<file path="config.mk">
export PLATFORM = sky130hd
export DESIGN_NAME = fetch_stage
export DESIGN_NICKNAME = d
export VERILOG_FILES = /design/src/rtl/fetch_stage.sv
export SDC_FILE = /design/constraint.sdc
export NUM_CORES = 1
export LEC_CHECK = 0
export ABC_AREA = 0
export CORE_MARGIN = 3
export CORE_UTILIZATION = 40
export DETAILED_ROUTE_END_ITERATION = 16
export PLACE_DENSITY = 0.68
export SLEW_MARGIN = 20
export SYNTH_ARGS = -nofsm -noshare
export SYNTH_HDL_FRONTEND = slang
export SYNTH_SLANG_ARGS = --single-unit
</file>
<file path="constraint.sdc">
create_clock -name clk -period 6.29 [get_ports clk]
set_input_delay 1.258 -clock clk [delete_from_list [all_inputs] [get_ports clk]]
set_output_delay 1.258 -clock clk [all_outputs]
set_load 0.03 [all_outputs]
</file>
<file path="src/rtl/fetch_stage.sv">
// -----------------------------------------------------------------------------
// fetch_stage
//   Instruction-fetch front end. Holds the PC, issues one-outstanding read
//   requests to instruction memory, buffers returned words in a DEPTH-entry
//   prefetch queue and presents the queue head to decode via valid/ready.
//   A redirect (salto_en) flushes the queue, reloads the PC and, if a read is
//   still in flight, marks its response as stale so it is dropped on arrival.
//
// Parameters
//   DEPTH     prefetch queue entries (2..8)
//   RESET_PC  PC value loaded on reset
//
// Ports
//   clk, rst                 clock (rising edge), async active-high reset
//   imem_req / imem_addr     read request and word-aligned address (PC)
//   imem_gnt                 memory accepted the request this cycle
//   imem_rvalid / imem_rdata one response per granted request
//   salto_en                 redirect pulse (taken branch/jump)
//   direccion_a_saltar       redirect target, bits [1:0] forced to zero
//   id_valid / id_ready      decode handshake
//   id_instr / id_pc         queue head instruction and its address
//   id_pc_plus4              id_pc + 4 (mod 2^32)
//
// Optional build macro
//   FETCH_PERF_COUNTERS_EN   adds perf_fetched, perf_flushes and
//                            perf_stall_cycles counter outputs
// -----------------------------------------------------------------------------
module fetch_stage #(
   parameter int unsigned DEPTH    = 2,
   parameter logic [31:0] RESET_PC = 32'h0000_0000
) (
   input  logic        clk,
   input  logic        rst,
   output logic        imem_req,
   output logic [31:0] imem_addr,
   input  logic        imem_gnt,
   input  logic        imem_rvalid,
   input  logic [31:0] imem_rdata,
   input  logic        salto_en,
   input  logic [31:0] direccion_a_saltar,
   output logic        id_valid,
   input  logic        id_ready,
   output logic [31:0] id_instr,
   output logic [31:0] id_pc,
   output logic [31:0] id_pc_plus4
`ifdef FETCH_PERF_COUNTERS_EN
   ,
   output logic [31:0] perf_fetched,
   output logic [15:0] perf_flushes,
   output logic [31:0] perf_stall_cycles
`endif
);

   localparam int unsigned PW = $clog2(DEPTH);
   localparam int unsigned CW = $clog2(DEPTH + 1);
   localparam logic [CW:0] DEPTH_C = (CW + 1)'(DEPTH);

   typedef enum logic [1:0] {
      S_IDLE    = 2'd0,
      S_WAIT    = 2'd1,
      S_DISCARD = 2'd2
   } state_t;

   typedef struct packed {
      logic [31:0] instr;
      logic [31:0] pc;
   } fq_entry_t;

   state_t      r_state;
   state_t      w_state_nxt;
   logic [31:0] r_pc;
   logic [31:0] r_inflight_pc;
   fq_entry_t   r_q [DEPTH];
   logic [PW-1:0] r_rd_ptr;
   logic [PW-1:0] r_wr_ptr;
   logic [CW-1:0] r_count;

   logic        w_push;
   logic        w_pop;
   logic        w_free;
   logic        w_gnt;
   logic [CW:0] w_occ_next;
   logic [31:0] w_target;

   function automatic logic [PW-1:0] ptr_inc(input logic [PW-1:0] p);
      return (p == PW'(DEPTH - 1)) ? '0 : p + PW'(1);
   endfunction

   assign w_target = direccion_a_saltar & ~32'h3;

   // Redirect beats push: a response landing in the redirect cycle is stale.
   assign w_push = (r_state == S_WAIT) & imem_rvalid & !salto_en;
   assign w_pop  = id_valid & id_ready;

   // Occupancy after this cycle's push/pop; a new request is only issued if
   // its eventual response is guaranteed a free slot.
   assign w_occ_next = {1'b0, r_count} + {{CW{1'b0}}, w_push} - {{CW{1'b0}}, w_pop};
   assign w_free     = (w_occ_next < DEPTH_C);

   assign imem_req  = !rst & !salto_en & w_free &
                      ((r_state == S_IDLE) | ((r_state == S_WAIT) & imem_rvalid));
   assign imem_addr = r_pc;
   assign w_gnt     = imem_req & imem_gnt;

   assign id_valid    = (r_count != '0);
   assign id_instr    = r_q[r_rd_ptr].instr;
   assign id_pc       = r_q[r_rd_ptr].pc;
   assign id_pc_plus4 = id_pc + 32'd4;

   // ---------------------------------------------------------------- FSM
   always_ff @(posedge clk or posedge rst) begin
      if (rst) begin
         r_state <= S_IDLE;
      end else begin
         r_state <= w_state_nxt;
      end
   end

   always_comb begin
      w_state_nxt = r_state;
      case (r_state)
         S_IDLE: begin
            // A response seen here belongs to a pre-reset request: ignore it.
            if (w_gnt) w_state_nxt = S_WAIT;
         end
         S_WAIT: begin
            if (salto_en) begin
               // If the response arrives with the redirect it is already
               // consumed (dropped), so nothing is left to discard.
               w_state_nxt = imem_rvalid ? S_IDLE : S_DISCARD;
            end else if (imem_rvalid) begin
               w_state_nxt = w_gnt ? S_WAIT : S_IDLE;
            end
         end
         S_DISCARD: begin
            if (imem_rvalid) w_state_nxt = S_IDLE;
         end
         default: w_state_nxt = S_IDLE;
      endcase
   end

   // ------------------------------------------------------ PC and queue
   always_ff @(posedge clk or posedge rst) begin
      if (rst) begin
         r_pc          <= RESET_PC;
         r_inflight_pc <= RESET_PC;
         r_rd_ptr      <= '0;
         r_wr_ptr      <= '0;
         r_count       <= '0;
         for (int i = 0; i < int'(DEPTH); i++) r_q[i] <= '0;
      end else begin
         if (salto_en) begin
            r_pc <= w_target;
         end else if (w_gnt) begin
            r_inflight_pc <= r_pc;
            r_pc          <= r_pc + 32'd4;
         end

         // A same-cycle decode handshake has already taken the head; the
         // clear discards only what is left behind it.
         if (salto_en) begin
            r_rd_ptr <= '0;
            r_wr_ptr <= '0;
            r_count  <= '0;
         end else begin
            if (w_push) begin
               r_q[r_wr_ptr] <= '{instr: imem_rdata, pc: r_inflight_pc};
               r_wr_ptr      <= ptr_inc(r_wr_ptr);
            end
            if (w_pop) r_rd_ptr <= ptr_inc(r_rd_ptr);
            r_count <= w_occ_next[CW-1:0];
         end
      end
   end

`ifdef FETCH_PERF_COUNTERS_EN
   always_ff @(posedge clk or posedge rst) begin
      if (rst) begin
         perf_fetched      <= '0;
         perf_flushes      <= '0;
         perf_stall_cycles <= '0;
      end else begin
         if (w_pop)                 perf_fetched      <= perf_fetched + 32'd1;
         if (salto_en)              perf_flushes      <= perf_flushes + 16'd1;
         if (id_valid && !id_ready) perf_stall_cycles <= perf_stall_cycles + 32'd1;
      end
   end
`endif

endmodule

</file>
; ---- Word level (Yosys, flattened, before mapping)
; Index checks and enable logic that the tools add are counted.
[word_totals]
reg_bits = 198
in_bits = 70
out_inout_bits = 130
elab_cells = 69
[op_classes]
n_addsub = 6
n_lt_le_gt_ge = 4
n_eq_ne = 5
n_mux = 22
n_bitwise = 11
n_reduce_logical = 11
[ops]
columns = operator, n
row1 = 2-to-1 mux 64 bit, 4
row2 = bitwise mux 128 bit, 1
row3 = adder 32 x 3 -> 32 bit (second input constant), 2
row4 = demux 64 bit (select 1 bit), 1
row5 = 2-to-1 mux 32 bit, 2
row6 = 2-to-1 mux 2 bit, 6
row7 = nonzero test 2 bit, 4
row8 = AND 1 bit, 7
row9 = 2-to-1 mux 1 bit, 7
row10 = one-hot mux 2 bit (3 select lines), 1
row11 = >= comparator 2 bit (second input constant), 2
row12 = != test 2 bit (second input constant), 2
row13 = NOT 1 -> 2 bit, 2
row14 = AND reduction 2 bit, 2
row15 = adder 2 x 1 -> 3 bit, 1
row16 = less-than comparator 3 x 2 -> 1 bit (second input constant), 1
row17 = != test 3 bit (second input constant), 1
row18 = AND reduction 3 bit, 1
row19 = subtractor 3 x 1 -> 3 bit, 1
row20 = adder 1 bit (second input constant), 2
row21 = equality test 2 x 1 -> 1 bit (second input constant), 1
row22 = equality test 2 bit (second input constant), 1
row23 = logical NOT 1 bit, 2
row24 = logical NOT 2 bit, 1
row25 = 4 further kinds, 4

; ---- Longest topological paths before layout
; Gate-level depths: netlist (run 1).
[logic_depth]
ltp_word = 13
mapped_depth = 15

; ---- Worst setup path before layout (run 1)
; No wires, ideal clock.
[synth_path]
kind = register to output
start = reg r_rd_ptr
end = out id_pc_plus4[28]
arrival_time_ps = 3759
required_time_ps = 5032
setup_slack_ps = 1273
path_stages_with_launch = 14
cell_sequence = dfrtp_1 -> buf_6 -> buf_2 -> buf_2 -> buf_2 -> buf_2 -> mux2i_1 -> inv_1 -> ha_1 -> nand4_1 -> a221oi_2 -> and3_1 -> nor2b_1 -> xnor2_1
[synth_via]
elab_chain_cells = 5
[synth_rtl]
columns = element, line_no
row1 = "start, declared", 74  ; logic [PW-1:0] r_rd_ptr;
row2 = "start signal, assigned", 170  ; if (w_pop) r_rd_ptr <= ptr_inc(r_rd_ptr);
row3 = NOT 1 -> 2 bit (not written as such), 107  ; assign id_pc = r_q[r_rd_ptr].pc;
row4 = 2-to-1 mux 64 bit (not written as such) (3 in a row), 107
row5 = net id_pc[2], 44  ; output logic [31:0] id_pc,
row6 = adder 32 x 3 -> 32 bit, 108  ; assign id_pc_plus4 = id_pc + 32'd4;
row7 = "end, declared", 45  ; output logic [31:0] id_pc_plus4
; The timed path passes the listed nets, and every way through them passes these cells. The select of a mux whose other input is x is not followed.

; ---- Worst setup path after layout (run 1)
[layout_path]
start = reg r_rd_ptr
end = out id_pc_plus4[30]
[layout_via]
elab_chain_cells = 5
[layout_rtl]
columns = element, line_no
row1 = NOT 1 -> 2 bit (not written as such), 107
row2 = 2-to-1 mux 64 bit (not written as such) (3 in a row), 107
row3 = adder 32 x 3 -> 32 bit, 108
; No other way between the ends. The select of a mux whose other input is x is not followed.

==> results.json, run 1 <==
{
  "slowest_delay_ns": 0.92,
  "grt_remaining_overflow": 0,
  "holdBufCountCts": 0,
  "cts_buffer_depth": 2,
  "fp.coreArea_sq_mm": 0.0228,
  "p_int_mw": 3.45,
  "period_needed_ns": 5.44,
  "syn_inst": 846,
  "yosys_most_used_dff": "dfrtp_1",
  "firstDrtPassIters": 4,
  "slew_viol_final": 0,
  "pwr-share-seq_pct": 33.7,
  "ys.warnings.count": 0,
  "grt_pass1_vias": 6775,
  "comb_power_share_pct": 46.7,
  "fp.dieW_microns": 159,
  "critPathSlowestCell": "dfrtp_4",
  "wirelength_microns": 22400,
  "start_util_pct": 41.0,
  "cts_resized": 0,
  "io_buffers": 191,
  "ant_nets": 0,
  "final_util_pct": 53.5,
  "std_cell_rows": 55,
  "path_buf_inv": 2,
  "wl_per_cell_microns": 16.6,
  "path_class": "reg -> out",
  "fp.dieH_microns": 159,
  "syn2layout_area_growth_pct": 30.3,
  "required_ns": 5.03,
  "cts_sinks": 190,
  "synthTopCellsByCount": "dfrtp_1 (190), mux2_2 (173), nand2_1 (156)",
  "drive_gt1_share_pct": 21.9,
  "top_level_ports": 200,
  "tns_ns": 0,
  "antennaDiodeCount": 0,
  "place.gp.congestion": 0.812,
  "start_kind": "register",
  "swShare_pct": 39.9,
  "cts_tree": "done",
  "rsz0062_at_grt": "no",
  "fin_crit_sh_pct": 86.5,
  "post-cts-setup-buffers": 0,
  "max_freq_ghz": 0.184,
  "setup_viol": 0,
  "die-area_sq_mm": 0.0252,
  "peakVddDrop_v": 0.000214,
  "netlist_top_cells_area": "dfrtp_1 (51%), mux2_2 (21%), nand2_1 (6.3%)",
  "leakage_nw": 5.45,
  "n_fill_cell": 2044,
  "cp-end-kind": "output port",
  "clk_pin_slew_ns": 0.08,
  "grt_antenna_before_repair": 0,
  "async_reset_ff_share_pct": 100,
  "synth_edf_count": 0,
  "grt_pass1_wl_microns": 36800,
  "seq_area_frac_synth_pct": 50.9,
  "crit_chain": "mux2i_1 -> inv_1 -> ha_1 -> nand4_1 -> a221oi_2 -> and3_1 -> nor3b_1 -> xor2_1 -> clkdlybuf4s50_1",
  "nNetsFinal": 1097,
  "grt_max_degree": 191,
  "slew_headroom_pct": 31.2,
  "critical_path.top_delay_family": "flip-flops",
  "cts_root_buffer": "clkbuf_16",
  "arrival_ns": 4.18,
  "yosys.area.top_type_share_pct": 50.9,
  "syn-cell-area_sq_mm": 0.00934,
  "p_clk_share_pct": 19.6,
  "syn_avg_cell_area_sq_um": 11.0,
  "status": "finished clean",
  "dpl.hpwl_microns": 15200,
  "drtIter0Drc": 400,
  "p_switching_mw": 2.29,
  "clk_latency_ns": 0.43,
  "total_power_mw": 5.74,
  "vias_per_cell": 5.15,
  "hold_class": "reg -> reg",
  "drv_cap": 0,
  "cts_buffers": 17,
  "yosysUniqueCellTypes": 53,
  "cts_max_level": 4,
  "drc": 0,
  "powerDensity_mw_per_mm2": 471,
  "finalHoldViolCount": 0,
  "worstMarginPinSlew_ns": 1.03,
  "synth_top_area_cell": "dfrtp_1",
  "track_usage_pct": 17.9,
  "vias": 6944,
  "path_max_fanout": 55,
  "synth-seq-cells": 190,
  "fin_worst_skew_ns": 0.0133,
  "yosysMostFrequentCell": "dfrtp_1"
}
power by group through the flow:
stage / Clock (mW) / Combinational, mW / Sequential, mW
floorplan: 0 / 1.72 / 1.88
global placement: 0 / 2.67 / 1.94
detailed placement: 0 / 2.69 / 1.96
CTS: 1.15 / 2.70 / 1.93
global route: 1.20 / 2.85 / 1.99
finish: 1.12 / 2.68 / 1.93
cells by family (layout without fill, tap and decap cells):
family / Yosys count / in the layout / synth area share, %
multiplexers: 185 / 185 / 22.1
XOR/XNOR: 29 / 29 / 2.72
adder cells (fa/ha/maj): 5 / 5 / 0.750
flip-flops: 190 / 190 / 50.9
AND/OR/NAND/NOR: 291 / 291 / 14.7
AO/OA/AOI/OAI: 80 / 80 / 5.66
other: 1 / 6 / 0.0401
buffers and inverters: 65 / 249 / 3.11
final timing paths:
check | start | to | slack, ns | cells after the start
worst min-delay path | r_inflight_pc[13] | r_inflight_pc[13] | 0.50 | 2
worst max register to register | r_state[1] | imem_addr[6] | 2.06 | 14
max in group asynchronous | rst | r_q[99] | 4.00 | 4
worst max-delay path | r_rd_ptr | id_pc_plus4[30] | 0.85 | 9
worst min register to register | r_inflight_pc[13] | r_inflight_pc[13] | 0.50 | 2
min in group asynchronous | rst | r_count[1] | 1.32 | 3
sequential cells by signal, indices dropped and copies added, names as in the netlist:
register,cells
r_q,124
imem_addr,30
r_wr_ptr,1
r_state,2
r_rd_ptr,1
r_count,2
r_inflight_pc,30
layout by cell type (no fill, tap or decap), types with 7 or more instances in the layout:
cell type	Yosys	layout
nand3_1	30	29
buf_4	6	9
xnor2_1	19	19
clkbuf_16	0	17
o21ai_0	28	28
nand4_1	13	13
inv_1	16	15
and3_1	7	7
clkdlybuf4s50_1	0	190
nand2_1	156	156
a21oi_1	11	11
mux2i_1	12	12
nand2b_1	7	7
and2_1	7	7
nor2_1	31	30
o211ai_1	9	9
dfrtp_1	190	189
mux2_2	173	173
xor2_1	10	10
routing by layer:
layer  track usage (%)  up-vias  wire, microns
met5                 0        -              0
met4              4.85        0            255
met3              3.97       17           1160
met2              27.0      195           9800
met1              26.1     3392          11200
li1                  -     3340              -
stage by stage:
stage	std cells	setup slack [ns]	hold slack, ns	instance area (sq um)
floorplan	851	1.27	0.458	9370
global placement	1315	0.968	0.481	11500
detailed placement	1315	0.940	0.487	11500
CTS	1347	0.738	0.503	12200
global route	1348	0.509	0.512	12200
finish	1348	0.851	0.501	12200
final cells by class:
class	instances	area, sq um	area share [%]
inverter	16	63.8	0.524
clock inverter	14	180	1.48
timing repair buffer	201	2020	16.6
sequential	190	4760	39.1
clock buffer	18	429	3.52
multi-input combinational	596	4340	35.6
tap	313	392	3.22
worst reg2reg max path: stages, from the launching register on:
cell and delay [ns]:
dfrtp_1 0.41, nand2b_1 0.17, nor2_1 0.24, nand2_1 0.17, ha_1 0.30, inv_1 0.06
ha_1 0.13, inv_1 0.05, fa_1 0.50, nor4b_1 0.40, and4_2 0.66, nor2_1 0.32
buf_4 0.27, a21o_1 0.16, a221o_1 0.28
No activity file was read; power rests on OpenSTA's default activity.
==> run 2: changes to the inputs <==
Settings changed: CTS_CLUSTER_SIZE set to 16.
==> results of run 2 <==
Same layout as run 1: the final DEF is identical, and so are final timing and power.
